[src/rtl/scd_diag_reader.sv]
`default_nettype none
// ============================================================================
// Module      : scd_diag_reader
// Description : Diagnostic EBUS read sequencer. Issues DIAG function 13X,
//               waits for the SCD to drive the EBUS, lets it settle, captures
//               the 36-bit word and releases the bus. Single read or a sweep
//               of all eight functions 130..137.
// Revision    : 1.0 - initial release
// ============================================================================
module scd_diag_reader #(
    parameter int SETTLE  = 2,
    parameter int TIMEOUT = 15
) (
    input  logic        clk,
    input  logic        rst_n,
    input  logic        REQ,
    input  logic        REQ_SWEEP,
    input  logic [0:2]  REQ_FUNC,
    output logic        BUSY,
    output logic        DONE,
    output logic        ERR,
    output logic        RD_VALID,
    output logic [0:2]  RD_FUNC,
    output logic [0:35] RD_DATA,
    output logic [0:8]  CRAM_DIAG_FUNC,
    output logic        DIAG_READ_FUNC_13X,
    input  logic        SCDdrivingEBUS,
    input  logic [0:35] SCD_EBUS
);

    localparam logic [2:0] c_ST_IDLE    = 3'd0;
    localparam logic [2:0] c_ST_ISSUE   = 3'd1;
    localparam logic [2:0] c_ST_SETTLE  = 3'd2;
    localparam logic [2:0] c_ST_RELEASE = 3'd3;
    localparam logic [2:0] c_ST_FIN     = 3'd4;

    localparam logic [7:0] c_WAIT_LAST   = 8'(TIMEOUT - 1);
    localparam logic [3:0] c_SETTLE_INIT = 4'(SETTLE);
    localparam logic [5:0] c_FUNC_13     = 6'o13;

    logic [2:0]  r_state;
    logic [2:0]  w_next_state;
    logic [2:0]  r_x;
    logic        r_sweep;
    logic        r_err;
    logic [7:0]  r_wait_cnt;
    logic [3:0]  r_settle_cnt;
    logic        r_rd_valid;
    logic [2:0]  r_rd_func;
    logic [35:0] r_rd_data;

    logic w_accept;
    logic w_wait_last;
    logic w_capture;
    logic w_next_word;
    logic w_advance;
    logic w_set_err;

    // Decoded events shared by the next-state logic and the datapath
    assign w_accept    = (r_state == c_ST_IDLE) && REQ;
    assign w_wait_last = (r_wait_cnt == c_WAIT_LAST);
    assign w_capture   = (r_state == c_ST_SETTLE) && SCDdrivingEBUS && (r_settle_cnt == 4'd1);
    assign w_next_word = !r_err && r_sweep && (r_x != 3'd7);
    assign w_advance   = (r_state == c_ST_RELEASE) && !SCDdrivingEBUS && w_next_word;
    assign w_set_err   = ((r_state == c_ST_ISSUE)   && !SCDdrivingEBUS && w_wait_last) ||
                         ((r_state == c_ST_SETTLE)  && !SCDdrivingEBUS) ||
                         ((r_state == c_ST_RELEASE) &&  SCDdrivingEBUS && w_wait_last);

    // State register
    always_ff @(posedge clk or negedge rst_n) begin
        if (!rst_n) begin
            r_state <= c_ST_IDLE;
        end else begin
            r_state <= w_next_state;
        end
    end

    // Next-state logic; a driver seen in ISSUE wins over a same-cycle timeout
    always_comb begin
        w_next_state = r_state;
        case (r_state)
            c_ST_IDLE: begin
                if (w_accept) w_next_state = c_ST_ISSUE;
            end
            c_ST_ISSUE: begin
                if (SCDdrivingEBUS)   w_next_state = c_ST_SETTLE;
                else if (w_wait_last) w_next_state = c_ST_RELEASE;
            end
            c_ST_SETTLE: begin
                if (!SCDdrivingEBUS || w_capture) w_next_state = c_ST_RELEASE;
            end
            c_ST_RELEASE: begin
                if (!SCDdrivingEBUS)  w_next_state = w_next_word ? c_ST_ISSUE : c_ST_FIN;
                else if (w_wait_last) w_next_state = c_ST_FIN;
            end
            c_ST_FIN: begin
                w_next_state = c_ST_IDLE;
            end
            default: begin
                w_next_state = c_ST_IDLE;
            end
        endcase
    end

    // Request context, wait/settle counters and the captured word
    always_ff @(posedge clk or negedge rst_n) begin
        if (!rst_n) begin
            r_x          <= 3'd0;
            r_sweep      <= 1'b0;
            r_err        <= 1'b0;
            r_wait_cnt   <= 8'd0;
            r_settle_cnt <= 4'd0;
            r_rd_valid   <= 1'b0;
            r_rd_func    <= 3'd0;
            r_rd_data    <= 36'd0;
        end else begin
            r_rd_valid <= w_capture;

            if (w_accept) begin
                r_x     <= REQ_SWEEP ? 3'd0 : REQ_FUNC;
                r_sweep <= REQ_SWEEP;
                r_err   <= 1'b0;
            end else begin
                if (w_set_err) r_err <= 1'b1;
                if (w_advance) r_x   <= r_x + 3'd1;
            end

            // Wait count restarts on every state change so ISSUE and RELEASE each get a full budget
            if (r_state != w_next_state) begin
                r_wait_cnt <= 8'd0;
            end else if ((r_state == c_ST_ISSUE) || (r_state == c_ST_RELEASE)) begin
                r_wait_cnt <= r_wait_cnt + 8'd1;
            end

            if ((r_state == c_ST_ISSUE) && SCDdrivingEBUS) begin
                r_settle_cnt <= c_SETTLE_INIT;
            end else if ((r_state == c_ST_SETTLE) && SCDdrivingEBUS) begin
                r_settle_cnt <= r_settle_cnt - 4'd1;
            end

            if (w_capture) begin
                r_rd_data <= SCD_EBUS;
                r_rd_func <= r_x;
            end
        end
    end

    // Moore outputs; the function code is withdrawn in RELEASE so the SCD can let go of the bus
    always_comb begin
        CRAM_DIAG_FUNC     = 9'd0;
        DIAG_READ_FUNC_13X = 1'b0;
        BUSY               = 1'b0;
        DONE               = 1'b0;
        case (r_state)
            c_ST_ISSUE, c_ST_SETTLE: begin
                CRAM_DIAG_FUNC     = {c_FUNC_13, r_x};
                DIAG_READ_FUNC_13X = 1'b1;
                BUSY               = 1'b1;
            end
            c_ST_RELEASE: begin
                BUSY = 1'b1;
            end
            c_ST_FIN: begin
                DONE = 1'b1;
            end
            default: begin
                BUSY = 1'b0;
            end
        endcase
    end

    assign ERR      = r_err;
    assign RD_VALID = r_rd_valid;
    assign RD_FUNC  = r_rd_func;
    assign RD_DATA  = r_rd_data;

endmodule
`default_nettype wire

[config.mk]
export PLATFORM = sky130hd
export DESIGN_NAME = scd_diag_reader
export DESIGN_NICKNAME = d
export VERILOG_FILES = /design/src/rtl/scd_diag_reader.sv
export SDC_FILE = /design/constraint.sdc
export NUM_CORES = 1
export LEC_CHECK = 0
export CORE_AREA = 10 10 82 154
export DETAILED_ROUTE_END_ITERATION = 8
export DIE_AREA = 0 0 92 164
export DONT_BUFFER_PORTS = 1
export PLACE_DENSITY = 0.45
export SLEW_MARGIN = 20
export SYNTH_ARGS = -nofsm -noshare
export SYNTH_HDL_FRONTEND = slang
export SYNTH_SLANG_ARGS = --single-unit
[constraint.sdc]
create_clock -name clk -period 5.86 [get_ports clk]
set_input_delay 0.586 -clock clk [delete_from_list [all_inputs] [get_ports clk]]
set_output_delay 0.586 -clock clk [all_outputs]
set_load 0.03 [all_outputs]
Word level (Yosys, flattened, before mapping)
Cells that the tools add are included.
{"block": "classes", "n_addsub": 3, "eq_ne": 8, "muxes": 21, "reduce_logical": 26}
{"op": "$mux 3", "count": 10}
{"op": "$mux 8", "count": 2}
{"op": "$logic_and 1x1->1", "count": 13}
{"op": "$pmux 3 s4", "count": 1}
{"op": "$add 8x1->8 const B", "count": 1}
{"op": "$eq 8x4->1 const B", "count": 1}
{"op": "$mux 4", "count": 2}
{"op": "$reduce_bool 2->1", "count": 4}
{"op": "$mux 7", "count": 1}
{"op": "$eq 3x2->1 const B", "count": 2}
{"op": "$mux 1", "count": 5}
{"op": "$eq 4x1->1 const B", "count": 1}
{"op": "$logic_or 1x1->1", "count": 4}
{"op": "$sub 4x1->4 const B", "count": 1}
{"op": "$add 3x1->3 const B", "count": 1}
{"op": "$eq 3x1->1 const B", "count": 1}
{"op": "$eq 3x3->1 const B", "count": 1}
{"op": "$logic_not 3->1", "count": 1}
{"op": "$ne 3x3->1", "count": 1}
{"op": "$ne 3x3->1 const B", "count": 1}
{"op": "$reduce_or 3->1", "count": 1}
{"op": "$logic_not 1->1", "count": 2}
{"op": "$reduce_or 2->1", "count": 1}
{"block": "word_totals", "register_bits": 60, "inputBits": 44, "out_inout_bits": 53}

Longest topological paths before layout
Gate-level depths: netlist (run 1).
{"block": "depth", "depth_word": 8, "depth_mapped": 7, "depth_no_buf": 6}

Worst setup path before layout (run 1)
Ideal clock, no wire load.
{"block": "synth_path", "path_kind": "reg-to-output", "startpoint": "reg r_state[1]", "endpoint": "out CRAM_DIAG_FUNC[6] in the netlist's numbering", "arrival_ns": 1.889, "required_ns": 5.274, "setup_slack_ns": 3.385, "stages_incl_launch_ff": 5, "path_buffers": 1, "path_cell_list": "dfrtp_1 > clkbuf_1 > nand2b_1 > a21oi_1 > and2_1"}
{"block": "synth_via", "elab_chain_cells": 3, "elab_cells_between_ends": 4}
{"item": "from (decl)", "line_no": "41", "source": "logic [2:0] r_state;"}
{"item": "from (signal assigned)", "line_no": "72", "source": "r_state <= c_ST_IDLE;"}
{"item": "from (signal assigned)", "line_no": "74", "source": "r_state <= w_next_state;"}
{"item": "$eq 3x1->1 or $eq 3x2->1 (tied branches)", "line_no": "154", "source": "case (r_state)"}
{"item": "$reduce_or 2->1 *", "line_no": "154"}
{"item": "$mux 7 *", "line_no": "154"}
{"item": "to (decl)", "line_no": "25", "source": "output logic [0:8] CRAM_DIAG_FUNC,"}
Mark *: on every way between the ends. The rest lies on a longest branch, timed or not.

Worst setup path after layout (run 1)
{"block": "layout_path", "startpoint": "reg r_state[0]", "endpoint": "out CRAM_DIAG_FUNC[7] in the netlist's numbering"}
The elaborated chain is that of the path after synthesis.

==> metrics, run 1 <==
crit-path max FO=19; clock transition at the registers of the reported paths=0.06 ns; Crit path largest cell delay=0.81 ns; Bufs on Longest Clock Path=2; TritonRoute pass-1 iters=4; CP Capture Type=output pin; post-synth top area share=50.61%; RePlAce Congestion=0.7554; P&R area growth vs syn=12.86%; post-synth top area cell=dfrtp_1; H-tree depth=3; DIE AREA=15090 um^2; CP max stage cell=a21oi_4; Required @ worst endpoint=5.27 ns; CTS tree=done; register area share after synthesis=50.61%; routed via count=1723; fmax=322.0 MHz; Final ANT Viol Nets=0; post_cts resized=0; Finish-stage setup viols=0; vias in the first global route=1769; Startpoint Class=register; Crit path arrival time=2.52 ns; sequence of cells on the critical path=nand2b_1 -> a21oi_4 -> and2_1; period utilization=53.00%; RSZ-0062 raised after global routing=false; Hold-fix buffers, CTS=1; WL/cell=19.10 um; Power, Total=2.121 mW; Die Y=164 um; Worst Tran Pin Value=0.9692 ns; Global Route Usage Sum=9.326%; worst min path class=input pin to async pin; ANT cells=0; clk_lat worst skew=0.33 ns; Slew headroom=35.24%; number of buffers created by CTS=9; synth top area cells=dfrtp_1, mux2_4, buf_12; M1 WL=2.597 mm; fraction of layout cells with a size suffix above 1=28.19%; Buf+Inv Stages, Crit Path=0; Nets=272; Top Layer Used=met4; final cell count without fillers=362; metal3 WL=602 um; Synth Register Bits=60; DR DRC count=0; placed insts=345; hpwl dp=5.049 mm; P_leak=1.599 nW; Hold Slack=0.1277 ns; Final Critical Period=3.106 ns; Synth Flop Type=dfrtp_1; initial antenna violation count=0; largest net degree at the start of global routing=61; Setup Skew=0.006577 ns; iteration-0 DRC count of the detailed router=47; Max Cap Violations=0; Chip Width=92 um; metal2 WL=3.618 mm; I/O pin cnt=97; ys async rst share=100.0%; TritonCTS sink count=60; Syn. warnings=0; site row count=52; Setup Buffers After CTS=0; Final Slew Violations=0; Mean Syn Cell Area=13.18 um^2; Unique masters post-synth=45; global-route wire length before repair=10.90 mm; final WL=6.915 mm; TNS Setup=0 ns; outcome=finished clean; Vias per Instance=4.760; Root Buffer=clkbuf_16; Initial Utilization=29.23%; VDD IR-drop max=0.0005088 V; synthesized area=2967 um^2; power density over cell area=633.5 nW/um^2; Post-Route Utilization=32.99%; worst setup path class=register to output pin; GRT Residual Overflow=0; total core area=10150 um^2; Post-synth EDFFs=0; Final Hold Violating Endpoints=0; IO Port Bufs=0; Crit path max-delay family=compound AO/OA/AOI/OAI gates; cells after synthesis=225
layer usage:
layer	GRT usage, %	vias up
met5	0	-
met4	3.808	0
met3	4.984	11
met2	14.97	70
met1	10.02	862
li1	-	780
cell families (layout without fill, tap and decap cells):
group	after synthesis	after routing	synth area share, %
fa+ha+maj	6	6	2.531
simple gates	53	53	10.54
xor+xnor	8	8	2.362
mux	44	44	21.51
other cells	1	3	0.1264
compound gates	28	28	5.947
flops	60	60	50.61
buf+inv	25	25	6.369
final timing paths:
path,start,to,slack (ns),depth (start not counted)
setup / recovery,r_state[0],CRAM_DIAG_FUNC[7],2.75,3
hold / removal,rst_n,RD_DATA[32],0.13,1
setup reg to reg,r_settle_cnt[1],RD_DATA[28],3.36,5
hold reg to reg,r_sweep,r_sweep,0.51,1
max in group asynchronous,rst_n,RD_DATA[28],5.47,1
min in group clk,SCDdrivingEBUS,r_state[2],0.39,1
area by class of cell:
class                   instances  area (um^2)
fillers                      1028         6802
flip-flops and latches         60         1501
multi-input cells             142         1295
clock buffers                   9        225.2
well taps                     135        168.9
clock inverters                 7        100.1
inverters                       8        30.03
repair buffers                  1        27.53
synthesized netlist by cell type (all sizes together), types with 4 or more instances:
cell,instances
dfrtp,60
mux2,41
nor2,17
buf,11
o21ai,9
a21oi,8
inv,8
clkbuf,6
ha,6
xor2,6
and2,5
nand2b,4
report_power, final:
part / switching, mW / internal, mW
registers: 0.439 / 0.579
clock network: 0.192 / 0.375
logic: 0.261 / 0.275
total: 0.892 / 1.23
flip-flops by register name, indices dropped and copies added, names as in the netlist:
| name | count |
|---|---|
| RD_DATA | 36 |
| ERR | 1 |
| r_x | 3 |
| r_sweep | 1 |
| r_settle_cnt | 4 |
| r_state | 3 |
| RD_VALID | 1 |
| r_wait_cnt | 8 |
| RD_FUNC | 3 |
layout by cell type (no fill, tap or decap), types with 2 or more instances in the layout:
| cell | instances |
|---|---|
| dfrtp_1 | 60 |
| mux2_4 | 39 |
| nor2_1 | 17 |
| clkbuf_16 | 9 |
| inv_1 | 7 |
| a21oi_1 | 7 |
| o21ai_0 | 6 |
| xor2_1 | 6 |
| ha_1 | 6 |
| and2_1 | 5 |
| nand2b_1 | 4 |
| a211oi_1 | 3 |
| mux2i_1 | 3 |
| nand3b_1 | 3 |
| o21ai_1 | 3 |
| nor2b_1 | 3 |
| nand4_1 | 3 |
| nand2_1 | 3 |
| conb_1 | 3 |
| clkinv_4 | 3 |
| and3_1 | 2 |
| mux2_2 | 2 |
| nor3_1 | 2 |
| nand3_1 | 2 |
| xnor2_1 | 2 |
| bufinv_16 | 2 |
stage by stage:
| step | cell area (um^2) | setup WS [ns] |
|---|---|---|
| after global placement | 2995 | 3.159 |
| final | 3348 | 2.754 |
| after CTS | 3348 | 2.741 |
| after floorplan | 2974 | 3.385 |
| after global routing | 3348 | 2.584 |
| after detailed placement | 2995 | 3.107 |
Note: power is estimated with default switching activity, not from simulation.
==> run 2: changes to the inputs <==
Clock period 5.86 ns to 3 ns, I/O delays scaled along.
==> run 2 against run 1 <==
Compared with the run above:
- clock-buffer cell count grew 2
- wire length grew 0.58%
- total power grew 98%
- first-iteration DRC count grew 34%
- final area grew 1.4%
- combinational power grew 110%
- global-route usage is essentially flat
- die area is the same
- sequential power grew 91%
- clock skew shrank 0.0045 ns
- worst setup slack lost 2.2 ns
- utilization grew 0.47 points
==> metrics, run 2 (synthesis gave the netlist of run 1 again) <==
fraction of layout cells with a size suffix above 1=29.31% (was 28.19%); Max Cap Violations=0 (unchanged); IO Port Bufs=0 (unchanged); ANT cells=0 (unchanged); Bufs on Longest Clock Path=2 (unchanged); Crit path arrival time=2.66 ns (was 2.52 ns); fmax=407.2 MHz; clk_lat worst skew=0.32 ns (was 0.33 ns); M1 WL=2.897 mm (was 2.597 mm); Root Buffer=clkbuf_16 (unchanged); placed inst area=3033 um^2 (was 2995 um^2); I/O pin cnt=97 (unchanged); global-route wire length before repair=11.01 mm (was 10.90 mm); Top Layer Used=met4 (unchanged); part of the power in registers=46.4% (was 48.0%); Final Hold Violating Endpoints=0 (unchanged); Final Slew Violations=0 (unchanged); outcome=finished clean (unchanged); Worst Tran Pin Value=0.7832 ns (was 0.9692 ns); CP max stage cell=or4b_4 (was a21oi_4); GRT Residual Overflow=0 (unchanged); worst min path class=input pin to register (was input pin to async pin); total core area=10150 um^2 (unchanged); commonest non-fill, non-tap cells in the layout=dfrtp_1, mux2_4, nor2_1 (unchanged); metal3 WL=487 um (was 602 um); reg-to-reg slack, setup=0.54 ns (was 3.36 ns); final WL=6.955 mm (was 6.915 mm); metal2 WL=3.474 mm (was 3.618 mm); Clk network pwr share=26.7% (about the same); NetSw=1.729 mW (was 892.0 uW); vias in the first global route=1845 (was 1769); Slew headroom=47.79% (was 35.24%); Setup Skew=0.002103 ns (was 0.006577 ns); commonest non-fill, non-tap cell in the layout=dfrtp_1 (unchanged); clock transition at the registers of the reported paths=0.05 ns (was 0.06 ns); P_leak=1.626 nW (was 1.599 nW); max reg flops=36 (unchanged); routed via count=1712 (was 1723); DIE AREA=15090 um^2 (unchanged); VDD IR-drop max=0.0003898 V (was 0.0005088 V); period utilization=81.86%; site row count=52 (unchanged); TritonCTS sink count=60 (unchanged); final setup margin=0.5443 ns (was 2.754 ns); Initial Utilization=29.23% (unchanged); Setup Buffers After CTS=0 (unchanged); cell-internal power=2.477 mW (was 1.229 mW); WL/cell=18.95 um (was 19.10 um); switch share=41.10% (was 42.06%); worst setup path class=register to register (was register to output pin); Final Critical Period=2.456 ns; Logic pwr share=27.0% (was 25.3%); final instance area=3396 um^2 (was 3348 um^2); number of buffers created by CTS=9 (unchanged); Setup WS pre-CTS=0.5585 ns (was 3.107 ns); initial antenna violation count=0 (unchanged); H-tree depth=3 (unchanged); Chip Width=92 um (unchanged); power density over cell area=1239 nW/um^2 (was 633.5 nW/um^2); Startpoint Class=register (unchanged); RePlAce Congestion=0.7469 (was 0.7554); RSZ-0062 raised after global routing=false (unchanged); Buf+Inv Stages, Crit Path=1 (was 0); Finish-stage setup viols=0 (unchanged); Power, Total=4.206 mW (was 2.121 mW); CTS tree=done (unchanged); hpwl dp=5.024 mm (was 5.049 mm); P&R area growth vs syn=14.47% (was 12.86%); iteration-0 DRC count of the detailed router=63 (was 47); Crit path largest cell delay=0.86 ns (was 0.81 ns); CP Capture Type=register (was output pin); Die Y=164 um (unchanged); crit-path max FO=40 (was 19); Required @ worst endpoint=3.20 ns (was 5.27 ns); TNS Setup=0 ns (unchanged); largest net degree at the start of global routing=61 (unchanged); DR DRC count=0 (unchanged); sequence of cells on the critical path=inv_1 -> ha_1 -> or3b_4 -> or4b_4 -> mux2_4 (was nand2b_1 -> a21oi_4 -> and2_1); TritonRoute pass-1 iters=4 (unchanged); Global Route Usage Sum=9.343% (was 9.326%); Final ANT Viol Nets=0 (unchanged); Vias per Instance=4.665 (was 4.760); Crit path max-delay family=simple AND/OR/NAND/NOR gates (was compound AO/OA/AOI/OAI gates); Nets=278 (was 272)
run 2: cell count changes in the layout (fill, tap and decap cells not counted):
cell / delta
buf_4: +5
clkbuf_8: +2
clkinv_4: -3
clkinvlp_4: +1
dlygate4sd3_1: +1
inv_6: -1
run 2: cell type report:
class | instances | area, um^2
Clock inverter | 4 | 72.57
Sequential cell | 60 | 1501
Tap cell | 135 | 168.9
Timing Repair Buffer | 7 | 75.07
Multi-Input combinational cell | 142 | 1295
Fill cell | 1051 | 6754
Clock buffer | 11 | 252.7
Inverter | 8 | 30.03
run 2: worst paths after layout:
check / startpoint / to / depth (start not counted)
max: r_settle_cnt[1] / RD_DATA[29] / 5
min: SCDdrivingEBUS / r_state[2] / 1
max reg2reg: r_settle_cnt[1] / RD_DATA[29] / 5
min reg2reg: r_sweep / r_sweep / 1
max in group asynchronous: rst_n / RD_DATA[0] / 2
min in group asynchronous: rst_n / r_settle_cnt[2] / 2
run 2: timing repair:
action / CTS / global route
gates resized for setup: 0 / 0
hold buffers: 2 / 0
hold endpoints to repair: 60 / 0
run 2: power groups by stage:
stage	combinational, mW	sequential, mW	clock [mW]
2_1_floorplan	1.00	1.84	0
3_3_place_gp	1.10	1.99	0
3_5_place_dp	1.12	1.99	0
4_1_cts	1.15	1.97	1.16
5_1_grt	1.25	2.01	1.20
6_report	1.13	1.95	1.12
run 2: per-layer routing:
| layer | GRT usage [%] | vias to the layer above |
|---|---|---|
| met5 | 0 | - |
| met4 | 3.597 | 0 |
| met3 | 4.024 | 6 |
| met2 | 14.97 | 59 |
| met1 | 10.74 | 866 |
| li1 | - | 781 |
run 2: stage by stage:
stage / hold slack, ns / util (%) / std cells
floorplan: 0.004409 / - / 227
global placement: 0.008219 / 29.88 / 350
detailed placement: 0.008183 / 29.88 / 350
CTS: 0.08890 / 33.46 / 367
global route: 0.1034 / 33.46 / 367
finish: 0.1045 / 33.46 / 367
==> run 3: changes to the inputs <==
Settings changed: PLACE_DENSITY 0.45 to 0.46.
Clock period 3 ns to 2.2 ns, I/O delays scaled along.
==> run 3 against run 2 <==
Compared with the run above:
- sequential power grew 32%
- die area is the same
- clock skew grew 0.0039 ns
- sequential cell count is the same
- wire length grew 1.2%
- utilization grew 1.0 points
- sequential share of layout area shrank 1.3 points
- critical path type unchanged
- largest cell class unchanged
- largest power group unchanged
==> metrics, run 3 (synthesis gave the netlist of run 1 again) <==
cell-internal power=3.336 mW (was 2.477 mW); Nets=293 (was 278); P_leak=1.698 nW (was 1.626 nW); crit-path max FO=20 (was 40); sequence of cells on the critical path=inv_2 -> ha_1 -> or3b_4 -> or4b_4 -> buf_12 -> mux2_4 (was inv_1 -> ha_1 -> or3b_4 -> or4b_4 -> mux2_4); Setup Skew=0.006017 ns (was 0.002103 ns); Crit path largest cell delay=0.57 ns (was 0.86 ns); Register-to-Register Path Depth=6 (was 5); R2R Path Start=r_settle_cnt[1] (unchanged); global-route wire length before repair=11.10 mm (was 11.01 mm); power density over cell area=1631 nW/um^2 (was 1239 nW/um^2); final cell count without fillers=382 (was 367); stages on the worst setup path=6 (was 5); clock transition at the registers of the reported paths=0.05 ns (about the same); IO Port Bufs=0 (unchanged); CP Launch Point=r_settle_cnt[1] (unchanged); Chip Width=92 um (unchanged); initial antenna violation count=0 (unchanged); I/O pin cnt=97 (unchanged); Worst Tran Pin Value=0.5628 ns (was 0.7832 ns); final WL=7.038 mm (was 6.955 mm); Slew headroom=62.34% (was 47.79%); RSZ-0062 raised after global routing=true (was false); hpwl dp=5.143 mm (was 5.024 mm); Top Layer Used=met4 (unchanged); Global Route Usage Sum=9.540% (was 9.343%); placed insts=365 (was 350); metal3 WL=577 um (was 487 um); Max Cap Violations=0 (unchanged); max reg flops=36 (unchanged); Hold Path Sink=r_state[2] (unchanged); outcome=finished clean (unchanged); clk_lat worst skew=0.32 ns (about the same); switch share=41.56% (was 41.10%); NetSw=2.372 mW (was 1.729 mW); CTS tree=done (unchanged); GRT Residual Overflow=0 (unchanged); number of buffers created by CTS=9 (unchanged); Clk network pwr share=24.1% (was 26.7%); commonest non-fill, non-tap cell in the layout=dfrtp_1 (unchanged); Crit path max-delay family=simple AND/OR/NAND/NOR gates (unchanged); site row count=52 (unchanged); Buf+Inv Stages, Crit Path=2 (was 1); Required @ worst endpoint=2.41 ns (was 3.20 ns); Initial Utilization=29.23% (unchanged); worst setup path class=register to register (unchanged); Logic pwr share=30.6% (was 27.0%); Vias per Instance=4.552 (was 4.665); total core area=10150 um^2 (unchanged); metal2 WL=3.470 mm (was 3.474 mm); Setup WS pre-CTS=0.03277 ns (was 0.5585 ns); commonest non-fill, non-tap cells in the layout=dfrtp_1, mux2_4, buf_4 (was dfrtp_1, mux2_4, nor2_1); DR DRC count=0 (unchanged); CP max stage cell=or4b_4 (unchanged); WHS Path Cells=1 (unchanged); P&R area growth vs syn=17.97% (was 14.47%); H-tree depth=3 (unchanged); TritonCTS sink count=60 (unchanged); routed via count=1739 (was 1712); Final ANT Viol Nets=0 (unchanged); Final Critical Period=2.165 ns (was 2.456 ns); Setup Buffers After CTS=0 (unchanged); largest net degree at the start of global routing=61 (unchanged); hold path startpoint=SCDdrivingEBUS (unchanged); Power, Total=5.708 mW (was 4.206 mW); CP Capture Type=register (unchanged); fmax=461.9 MHz (was 407.2 MHz); worst min path class=input pin to register (unchanged); iteration-0 DRC count of the detailed router=91 (was 63); vias in the first global route=1823 (was 1845); RR Endpoint=RD_DATA[26] (was RD_DATA[29]); Startpoint Class=register (unchanged); final setup margin=0.03496 ns (was 0.5443 ns); M1 WL=2.853 mm (was 2.897 mm); VDD IR-drop max=0.0006969 V (was 0.0003898 V); ANT cells=0 (unchanged); Bufs on Longest Clock Path=2 (unchanged); DIE AREA=15090 um^2 (unchanged); WL/cell=18.42 um (was 18.95 um); Finish-stage setup viols=0 (unchanged); TritonRoute pass-1 iters=4 (unchanged); fraction of layout cells with a size suffix above 1=34.01% (was 29.31%); reg-to-reg slack, setup=0.03 ns (was 0.54 ns); Crit path arrival time=2.37 ns (was 2.66 ns); RePlAce Congestion=0.7511 (was 0.7469); Final Hold Violating Endpoints=0 (unchanged); period utilization=98.41% (was 81.86%); TNS Setup=0 ns (unchanged); Root Buffer=clkbuf_16 (unchanged); Final Slew Violations=0 (unchanged); part of the power in registers=45.2% (was 46.4%); Die Y=164 um (unchanged)
[run 3: power by group through the flow]
stage	combinational [mW]	clock, mW	sequential [mW]
6_report	1.75	1.38	2.58
5_1_grt	1.91	1.49	2.66
4_1_cts	1.77	1.43	2.61
3_5_place_dp	1.73	0	2.63
3_3_place_gp	1.71	0	2.63
2_1_floorplan	1.37	0	2.51
[run 3: area by class of cell]
class                           count  area, um^2
Tap cell                          135       168.9
Inverter                            8       30.03
Multi-Input combinational cell    142        1295
Clock inverter                      5       52.55
Fill cell                        1036        6650
Sequential cell                    60        1501
Timing Repair Buffer               22       212.7
Clock buffer                       10       239.0
[run 3: how the worst max path moves through the flow]
| stage | to |
|---|---|
| 6_report | RD_DATA[26] |
| 5_1_grt | RD_DATA[19] |
| 4_1_cts | RD_DATA[27] |
| 3_5_place_dp | RD_DATA[24] |
| 3_3_place_gp | RD_DATA[24] |
| 2_1_floorplan | RD_DATA[0] |
[run 3: timing repair]
item,4_1_cts,5_1_grt
endpoints found under the hold margin,60,0
resized for setup,0,1
hold buffers,2,0
endpoints found under the setup margin,0,36
[run 3: worst register-to-register path, stage by stage, from the launching register on]
cell and delay [ns]:
dfrtp_1 0.38, inv_2 0.06, ha_1 0.13, or3b_4 0.39, or4b_4 0.57, buf_12 0.20, mux2_4 0.32
[run 3: metal layers]
metal  vias up  GRT usage (%)
li1        814              -
met1       854          10.57
met2        62          15.13
met3         9          4.252
met4         0          4.795
met5         -              0
[run 3: through the flow]
| stage | hold slack (ns) | util [%] | cell area [um^2] |
|---|---|---|---|
| 6_report | 0.01564 | 34.48 | 3500 |
| 5_1_grt | 0.001970 | 34.48 | 3500 |
| 4_1_cts | 0.004990 | 34.48 | 3500 |
| 3_5_place_dp | -0.07102 | 31.24 | 3171 |
| 3_3_place_gp | -0.07098 | 31.24 | 3171 |
| 2_1_floorplan | -0.07559 | - | 2974 |
